===== config.mk =====
export PLATFORM = sky130hd
export DESIGN_NAME = led_pwm_ctrl
export DESIGN_NICKNAME = d
export VERILOG_FILES = /design/src/rtl/led_pwm_pkg.sv /design/src/rtl/led_btn_debounce.sv /design/src/rtl/led_pwm_ctrl.sv
export SDC_FILE = /design/constraint.sdc
export NUM_CORES = 1
export LEC_CHECK = 0
export BUFFER_PORTS_ARGS = -buffer_cell sky130_fd_sc_hd__buf_2
export CAP_MARGIN = 10
export CORE_AREA = 2 2 132 166
export CTS_CLUSTER_SIZE = 30
export DETAILED_ROUTE_END_ITERATION = 8
export DIE_AREA = 0 0 134 168
export MAX_ROUTING_LAYER = met4
export PLACE_DENSITY_LB_ADDON = 0.15
export SKIP_CTS_REPAIR_TIMING = 1
export SLEW_MARGIN = 30
export SYNTH_ARGS = -nofsm -noshare
export SYNTH_HDL_FRONTEND = slang
export SYNTH_HIERARCHICAL = 1
export SYNTH_SLANG_ARGS = --single-unit

===== constraint.sdc =====
create_clock -name clki -period 3.98 [get_ports clki]
set_input_delay 0.398 -clock clki [delete_from_list [all_inputs] [get_ports clki]]
set_output_delay 0.398 -clock clki [all_outputs]
set_load 0.1 [all_outputs]

===== src/rtl/led_pwm_pkg.sv =====
// Shared mode encodings and default parameters for the LED PWM controller.
package led_pwm_pkg;

   typedef enum logic [1:0] {
      MODE_OFF     = 2'b00,
      MODE_ON      = 2'b01,
      MODE_BLINK   = 2'b10,
      MODE_BREATHE = 2'b11
   } mode_e;

   localparam int unsigned DEF_CHANNELS      = 3;
   localparam int unsigned DEF_PWM_BITS      = 8;
   localparam int unsigned DEF_PRESCALE_LOG2 = 16;
   localparam int unsigned DEF_DEBOUNCE_LOG2 = 16;

endpackage


===== src/rtl/led_btn_debounce.sv =====
// One button: 2-flop synchroniser, restartable debounce counter and press-edge detect.
module led_btn_debounce
   import led_pwm_pkg::*;
#(
   parameter int unsigned DEBOUNCE_LOG2 = DEF_DEBOUNCE_LOG2
) (
   input  logic clki,
   input  logic rstn,
   input  logic btn_n_i,
   output logic press_o
);

   localparam logic [DEBOUNCE_LOG2-1:0] CNT_ONE = 1;

   logic [1:0]               sync_q;
   logic [1:0]               vld_q;
   logic                     stable_q, stable_d;
   logic [DEBOUNCE_LOG2-1:0] cnt_q, cnt_d;
   logic                     arm_q, arm_d;
   logic                     differ, expired;

   assign differ  = sync_q[1] ^ stable_q;
   assign expired = differ & (&cnt_q);

   // Events stay disarmed until a real released sample has left the
   // synchroniser, so a button held through reset never produces a press.
   always_comb begin
      cnt_d    = '0;
      stable_d = stable_q;
      arm_d    = arm_q | (vld_q[1] & sync_q[1]);
      if (expired)     stable_d = sync_q[1];
      else if (differ) cnt_d    = cnt_q + CNT_ONE;
   end

   assign press_o = expired & arm_q & ~sync_q[1];

   always_ff @(posedge clki or negedge rstn) begin
      if (!rstn) begin
         sync_q   <= 2'b11;
         vld_q    <= 2'b00;
         stable_q <= 1'b1;
         cnt_q    <= '0;
         arm_q    <= 1'b0;
      end else begin
         sync_q   <= {sync_q[0], btn_n_i};
         vld_q    <= {vld_q[0], 1'b1};
         stable_q <= stable_d;
         cnt_q    <= cnt_d;
         arm_q    <= arm_d;
      end
   end

endmodule


===== src/rtl/led_pwm_ctrl.sv =====
// Multi-channel LED PWM with off/on/blink/breathe modes and debounced toggle buttons.
module led_pwm_ctrl
   import led_pwm_pkg::*;
#(
   parameter int unsigned CHANNELS      = DEF_CHANNELS,
   parameter int unsigned PWM_BITS      = DEF_PWM_BITS,
   parameter int unsigned PRESCALE_LOG2 = DEF_PRESCALE_LOG2,
   parameter int unsigned DEBOUNCE_LOG2 = DEF_DEBOUNCE_LOG2
) (
   input  logic                         clki,
   input  logic                         rstn,
   input  logic [CHANNELS-1:0]          btn_n,
   input  logic [2*CHANNELS-1:0]        mode,
   input  logic [PWM_BITS*CHANNELS-1:0] duty,
   output logic [CHANNELS-1:0]          pwm_out,
   output logic [CHANNELS-1:0]          btn_evt,
   output logic [CHANNELS-1:0]          chan_en
);

   localparam logic [PWM_BITS-1:0]      PWM_ONE   = 1;
   localparam logic [PRESCALE_LOG2-1:0] PRESC_ONE = 1;

   logic [PWM_BITS-1:0]      pwm_cnt_q;
   logic [PRESCALE_LOG2-1:0] presc_q;
   logic [7:0]               tick_cnt_q;
   logic                     tick, blink_phase, period_end;

   logic [CHANNELS-1:0][PWM_BITS-1:0] breathe_lvl;

   assign tick        = &presc_q;
   assign blink_phase = tick_cnt_q[7];
   assign period_end  = &pwm_cnt_q;

   always_ff @(posedge clki or negedge rstn) begin
      if (!rstn) begin
         pwm_cnt_q  <= '0;
         presc_q    <= '0;
         tick_cnt_q <= '0;
      end else begin
         pwm_cnt_q <= pwm_cnt_q + PWM_ONE;
         presc_q   <= presc_q + PRESC_ONE;
         if (tick) tick_cnt_q <= tick_cnt_q + 8'd1;
      end
   end

   for (genvar i = 0; i < CHANNELS; i++) begin : g_ch
      mode_e               m;
      logic [PWM_BITS-1:0] d;
      logic [PWM_BITS-1:0] lvl_q, lvl_d;
      logic                fall_q, fall_d;
      logic [PWM_BITS-1:0] level_q, target;
      logic                pwm_q, evt_q, en_q;
      logic                press;

      assign m = mode_e'(mode[2*i +: 2]);
      assign d = duty[PWM_BITS*i +: PWM_BITS];
      assign breathe_lvl[i] = lvl_q;

      // The ramp turns at the ends without repeating the peak or the floor;
      // a duty lowered mid-ramp clamps the level instead of overshooting it.
      always_comb begin
         lvl_d  = lvl_q;
         fall_d = fall_q;
         if (m != MODE_BREATHE) begin
            lvl_d  = '0;
            fall_d = 1'b0;
         end else if (tick) begin
            if (!fall_q) begin
               if (lvl_q >= d) begin
                  fall_d = 1'b1;
                  if (lvl_q > d)        lvl_d = d;
                  else if (lvl_q != '0) lvl_d = lvl_q - PWM_ONE;
               end else begin
                  lvl_d = lvl_q + PWM_ONE;
               end
            end else begin
               if (lvl_q == '0) begin
                  fall_d = 1'b0;
                  if (d != '0) lvl_d = PWM_ONE;
               end else if (lvl_q > d) begin
                  lvl_d = d;
               end else begin
                  lvl_d = lvl_q - PWM_ONE;
               end
            end
         end
      end

      always_comb begin
         target = '0;
         case (m)
            MODE_OFF:     target = '0;
            MODE_ON:      target = d;
            MODE_BLINK:   target = blink_phase ? d : '0;
            MODE_BREATHE: target = (breathe_lvl[i] > d) ? d : breathe_lvl[i];
            default:      target = '0;
         endcase
      end

      led_btn_debounce #(
         .DEBOUNCE_LOG2 (DEBOUNCE_LOG2)
      ) u_btn (
         .clki    (clki),
         .rstn    (rstn),
         .btn_n_i (btn_n[i]),
         .press_o (press)
      );

      always_ff @(posedge clki or negedge rstn) begin
         if (!rstn) begin
            lvl_q   <= '0;
            fall_q  <= 1'b0;
            level_q <= '0;
            pwm_q   <= 1'b0;
            evt_q   <= 1'b0;
            en_q    <= 1'b1;
         end else begin
            lvl_q  <= lvl_d;
            fall_q <= fall_d;
            if (period_end) level_q <= target;
            pwm_q  <= en_q & (pwm_cnt_q < level_q);
            evt_q  <= press;
            en_q   <= en_q ^ press;
         end
      end

      assign pwm_out[i] = pwm_q;
      assign btn_evt[i] = evt_q;
      assign chan_en[i] = en_q;
   end

endmodule


==> impl_metrics.toml, run 1 <==
[synthesis]
yosys.area.top_type_share = 0.394
ys_ff_latch = 158
syn_area_per_cell_um2 = 9.76
synth_edf_count = 0
synth-async-reset-ratio = 1.00
synthesis.area_um2 = 9280
ys_types = 68
synthCells = 951
yosys-top-cells-area = "dfrtp_1 39%, ha_1 8.1%, xor2_1 4.4%"
synth-seq-area-share = 0.428
yosysTopAreaCell = "dfrtp_1"
synth_ff_type = "dfrtp_1"
ys_warn_count = 6
syn-num-nets = 1046

[critical_path]
crit_path_end = "g_ch[1].level_q[6]"
crit_fanout = 10
worstPathArrival_ps = 3260
rr_endpoint = "g_ch[1].level_q[6]"
startpoint = "g_ch[1].lvl_q[0]"
end_kind = "flop"
r2r-start = "g_ch[1].lvl_q[0]"
critPathKind = "reg2reg"
worstPathRequired_ps = 4290
r2r_slack_ps = 1030
cp-start-kind = "flop"
worstRegToRegCells = 9

[grt]
grt_pass1_wl_um = 35500
first_global_vias = 7050
grt_overflow_total = 0
grt_max_degree = 95
antenna_found_initial = 0
grt_use_total = 0.201

[place]
port_buffers = 43
placed_cell_area_um2 = 9750
dp_slack_ps = 1040
post-dp-hpwl_um = 15100
dp.cells = 1249
gp_congestion = 0.957

[timing]
drv_slew = 0
fin_crit_ps = 2950
fin_crit_sh = 0.741
hold_ws_ps = -1.64
setup_violations = 0
worst_pin_slew_ps = 859
finClkSkew_ps = 12.2
setup_ws_ps = 1030
fmax_mhz = 339
hold_viol = 1
rsz0062_at_grt = "no"
final.setup.tns_ps = 0
slew_headroom = 0.423

[route]
avgRoutedWirePerCell_um = 16.4
via_per_inst = 5.61
drt_wl_total_um = 21000
vias = 7189
drcViolationCount = 0
ant_nets = 0
drt_iter0_markers = 485
first_pass_iters = 4

[pwr]
p_leak_uw = 0.00482
powerDensity_nw_per_um2 = 343
peakVddDrop_mv = 0.258

[die]
dieArea_um2 = 22500
start_util = 0.440
dieWidth_um = 134
core_area_um2 = 21100
rows = 60
die_h_um = 168
io_pins = 44

[final_layout]
synthToLayoutAreaGrowth_pct = 11.5
fin_nets = 1084
fin_cells = 1281
design_area_um2 = 10400
filler_cell_count = 1961
antenna_cells = 0
drive_above_1_share = 0.127

[run]
cap_viol_max_count = 0

[hold_path]
min_path_type = "in2async"

[clocking]
htree_levels = 4
root_buffer = "clkbuf_16"
cts_sinks = 158
cts_max_path_buffers = 2
numCtsBuffers = 17
cts_tree = "yes"
worstSkewPairLatency_ps = 430
clkTransAtPathRegs_ps = 70

[outcome]
status = "finished, violations left"
failed_checks = "hold timing"
## flip-flops by register name, summed over array words and instances, names as in the netlist, 6 cells and up
| name | count |
|---|---|
| tick_cnt_q | 8 |
| g_ch.u_btn/cnt_q | 48 |
| g_ch.u_btn/vld_q | 6 |
| g_ch.level_q | 24 |
| g_ch.lvl_q | 24 |
| presc_q | 16 |
| g_ch.u_btn/sync_q | 6 |
| pwm_cnt_q | 8 |
## worst min path at each step
stage	start	endpoint	slack (ps)
2_1_floorplan	rstn	g_ch[0].evt_q	100
3_3_place_gp	g_ch[0].u_btn/vld_q[0]	g_ch[0].u_btn/vld_q[1]	330
3_5_place_dp	g_ch[2].u_btn/vld_q[0]	g_ch[2].u_btn/vld_q[1]	340
4_1_cts	btn_n[1]	g_ch[1].u_btn/sync_q[0]	50
5_1_grt	btn_n[1]	g_ch[1].u_btn/sync_q[0]	50
6_report	rstn	g_ch[1].u_btn/cnt_q[9]	-2
## where the power goes
part	total (µW)	switching [µW]	internal [µW]
sequential	1670	30.0	1640
combinational	236	145	91.1
clock	1650	709	944
total	3560	884	2670
## through the flow
stage / util / power, µW
final: 0.491 / 3560
after global routing: 0.491 / 3720
after CTS: 0.491 / 3610
after detailed placement: 0.462 / 1930
after global placement: 0.462 / 1930
after floorplan: - / 1820
## routing by layer
layer  wire length (µm)  track usage  vias to the layer above
li1                   -            -                     3529
met1               9550        0.251                     3472
met2              10300        0.325                      148
met3                675       0.0346                       40
met4                563       0.0809                        0
met5                  0            -                        -
## critical path, cell delays in order, from the launching register on
cell and delay [ps]:
dfrtp_1 540, inv_1 150, ha_1 300, nand4_1 100, nor2_1 180, a211oi_1 110
nor2_1 670, a211oi_1 360, buf_4 260, a21o_1 170
## synth_stat cells (3+ instances only)
| cell type | number |
|---|---|
| a211o_1 | 4 |
| a211oi_1 | 11 |
| a21o_1 | 26 |
| a21oi_1 | 32 |
| a221o_1 | 11 |
| a22o_1 | 16 |
| a31o_2 | 4 |
| a31oi_1 | 22 |
| and2_1 | 4 |
| and3_1 | 15 |
| and3_2 | 4 |
| and4_1 | 9 |
| and4_2 | 4 |
| buf_2 | 5 |
| buf_4 | 9 |
| clkbuf_1 | 15 |
| conb_1 | 3 |
| dfrtp_1 | 146 |
| dfstp_2 | 12 |
| ha_1 | 60 |
| inv_1 | 66 |
| mux2_2 | 5 |
| mux2i_1 | 14 |
| nand2_1 | 47 |
| nand2b_1 | 7 |
| nand3_1 | 66 |
| nand3b_1 | 6 |
| nand4_1 | 27 |
| nor2_1 | 67 |
| nor2_2 | 4 |
| nor2b_1 | 5 |
| nor3_1 | 28 |
| nor4_1 | 11 |
| nor4b_1 | 3 |
| o2111ai_1 | 6 |
| o211ai_1 | 7 |
| o21ai_0 | 21 |
| o21bai_1 | 3 |
| o221ai_1 | 7 |
| o22ai_1 | 4 |
| or2_0 | 3 |
| or3_1 | 5 |
| xnor2_1 | 44 |
| xor2_1 | 47 |
## layout by cell type (no fill, tap or decap), drive strengths merged, types with 6 or more instances in the layout
cell,instances
a211oi,11
a21o,26
a21oi,32
a221o,11
a22o,18
a31o,6
a31oi,22
and3,20
and4,13
buf,52
clkbuf,18
dfrtp,146
dfstp,12
ha,60
inv,72
mux2i,14
nand2,47
nand2b,7
nand3,66
nand3b,6
nand4,27
nor2,71
nor3,28
nor4,11
o2111ai,6
o211ai,7
o21ai,22
o221ai,7
xnor2,44
xor2,47
## area by class of cell
type                    count  area, µm²  share of cell area
clock inverters            15        176              0.0170
repair buffers             53        312              0.0301
well taps                 279        349              0.0337
multi-input cells         693       4870               0.471
inverters                  66        248              0.0239
clock buffers              17        425              0.0411
flip-flops and latches    158       3970               0.383
## logic make-up after synthesis
| group | count (synthesis) | synth area share |
|---|---|---|
| simple gates | 327 | 0.187 |
| mux | 19 | 0.0212 |
| compound gates | 193 | 0.148 |
| buf+inv | 100 | 0.0475 |
| other cells | 3 | 0.00121 |
| fa+ha+maj | 60 | 0.0809 |
| flops | 158 | 0.428 |
| xor+xnor | 91 | 0.0859 |
(Power assumes the default switching activity.)
==> inputs of run 2 (changes only) <==
Clock period 3.98 ns to 2.9 ns, I/O delays scaled along.
==> impl_metrics.toml, run 2 (synthesis results as in run 1) <==
[place]
gp_congestion = 0.924
post-dp-hpwl_um = 15800
port_buffers = 43
dp.cells = 1273

[die]
io_pins = 44
dieArea_um2 = 22500
die_h_um = 168
dieWidth_um = 134
rows = 60
start_util = 0.440
core_area_um2 = 21100

[critical_path]
crit_path_top_delay_cell = "a21oi_1"
worstRegToRegCells = 7
rr_endpoint = "g_ch[0].level_q[0]"
cp-start-kind = "flop"
end_kind = "flop"
r2r-start = "g_ch[0].lvl_q[5]"
crit_fanout = 8
path_common_cell = "a21oi_1"
critPathKind = "reg2reg"
worstPathRequired_ps = 3250
max_stage_delay_ps = 600
r2r_slack_ps = 270
cp_cell_sequence = "ha_1 -> a21oi_1 -> o21ai_0 -> and2_1 -> o31ai_1 -> a21oi_1 -> a221o_1"
worstPathArrival_ps = 2980

[timing]
final.setup.tns_ps = 0
setup_violations = 0
fin_crit_sh = 0.906
rsz0062_at_grt = "no"
worst_pin_slew_ps = 750
hold_viol = 0
finClkSkew_ps = 9.10
fin_crit_ps = 2630
fmax_mhz = 381
slew_headroom = 0.500
drv_slew = 0

[final_layout]
antenna_cells = 0
seqCellArea_um2 = 3970
filler_cell_count = 1969
multi_input_area_um2 = 4870
fin_cells = 1309
mostFrequentLayoutCells = "146 x dfrtp_1, 67 x nor2_1, 66 x inv_1, 66 x nand3_1, 60 x ha_1"
largest_reg_flops = 48
reg_top3 = "g_ch.u_btn/cnt_q: 48 flops, g_ch.level_q: 24 flops, g_ch.lvl_q: 24 flops"
synthToLayoutAreaGrowth_pct = 13.2
drive_above_1_share = 0.146
final_core_util = 0.498
largest-register = "g_ch.u_btn/cnt_q"
fin_nets = 1112
layout_commonest_cell = "dfrtp_1"

[grt]
grt_use_total = 0.205
grt_overflow_total = 0
antenna_found_initial = 0
grt_pass1_wl_um = 36000
first_global_vias = 7191
grt_max_degree = 65

[hold_path]
holdPathStages = 2
min_path_type = "in2reg"
hold_end = "g_ch[1].level_q[4]"
hold_start = "duty[12]"

[clocking]
root_buffer = "clkbuf_16"
clkTransAtPathRegs_ps = 60
cts_tree = "yes"
numCtsBuffers = 17
cts_max_path_buffers = 2
cts_sinks = 158
worstSkewPairLatency_ps = 420
htree_levels = 4

[pwr]
powerDensity_nw_per_um2 = 450
p_leak_uw = 0.00491
peakVddDrop_mv = 0.424

[route]
ant_nets = 0
vias = 7288
via_per_inst = 5.57
drt_wl_total_um = 21400
drt_iter0_markers = 394
first_pass_iters = 5
avgRoutedWirePerCell_um = 16.3
drcViolationCount = 0

[outcome]
status = "completed"

[run]
cap_viol_max_count = 0
run 2: changes by cell type in the layout (fill, tap and decap cells not counted), sizes merged:
| cell | change |
|---|---|
| clkinv | -3 |
| dlygate4sd3 | +4 |
| bufinv | -2 |
| inv | -2 |
| buf | +25 |
| clkbuf | +4 |
| clkinvlp | +2 |
run 2: worst max-delay path: cells and delay by family (launching register included):
kind | cells | cell delay [ps]
compound gates | 5 | 1490
fa+ha+maj | 1 | 330
flops | 1 | 460
simple gates | 1 | 280
run 2: layer usage:
metal	share of wire	up-vias	routed length (µm)	global-route usage
li1	-	3578	-	-
met5	0	-	0	-
met3	0.030	33	631	0.0343
met1	0.46	3536	9850	0.253
met4	0.022	0	463	0.0731
met2	0.49	141	10400	0.338
run 2: layout make-up:
class | count | area share
multi-input cells | 693 | 0.464
flip-flops and latches | 158 | 0.378
repair buffers | 81 | 0.0492
clock buffers | 22 | 0.0451
well taps | 279 | 0.0332
inverters | 66 | 0.0236
clock inverters | 10 | 0.00750
run 2: how the worst max path moves through the flow:
stage,cells past startpoint,end,from
after floorplan,9,g_ch[2].level_q[0],g_ch[2].lvl_q[0]
after global placement,9,g_ch[0].level_q[2],duty[7]
after detailed placement,7,g_ch[2].lvl_q[6],presc_q[0]
after CTS,7,g_ch[2].lvl_q[6],presc_q[0]
after global routing,8,g_ch[0].level_q[6],g_ch[0].lvl_q[0]
final,7,g_ch[0].level_q[0],g_ch[0].lvl_q[5]
run 2: power by group:
group	internal (µW)	leakage, µW	switching (µW)
logic	140	0.00257	216
clock network	1170	0.000260	922
registers	2250	0.00208	30.3
run 2: through the flow:
stage	total power (µW)	setup WS [ps]	hold slack, ps	instance area, µm²
after global placement	2670	312	332	9910
after detailed placement	2670	216	335	9910
after floorplan	2500	331	-5.59	9280
after CTS	4790	214	-128	10500
after global routing	4930	23.5	107	10500
final	4730	273	110	10500
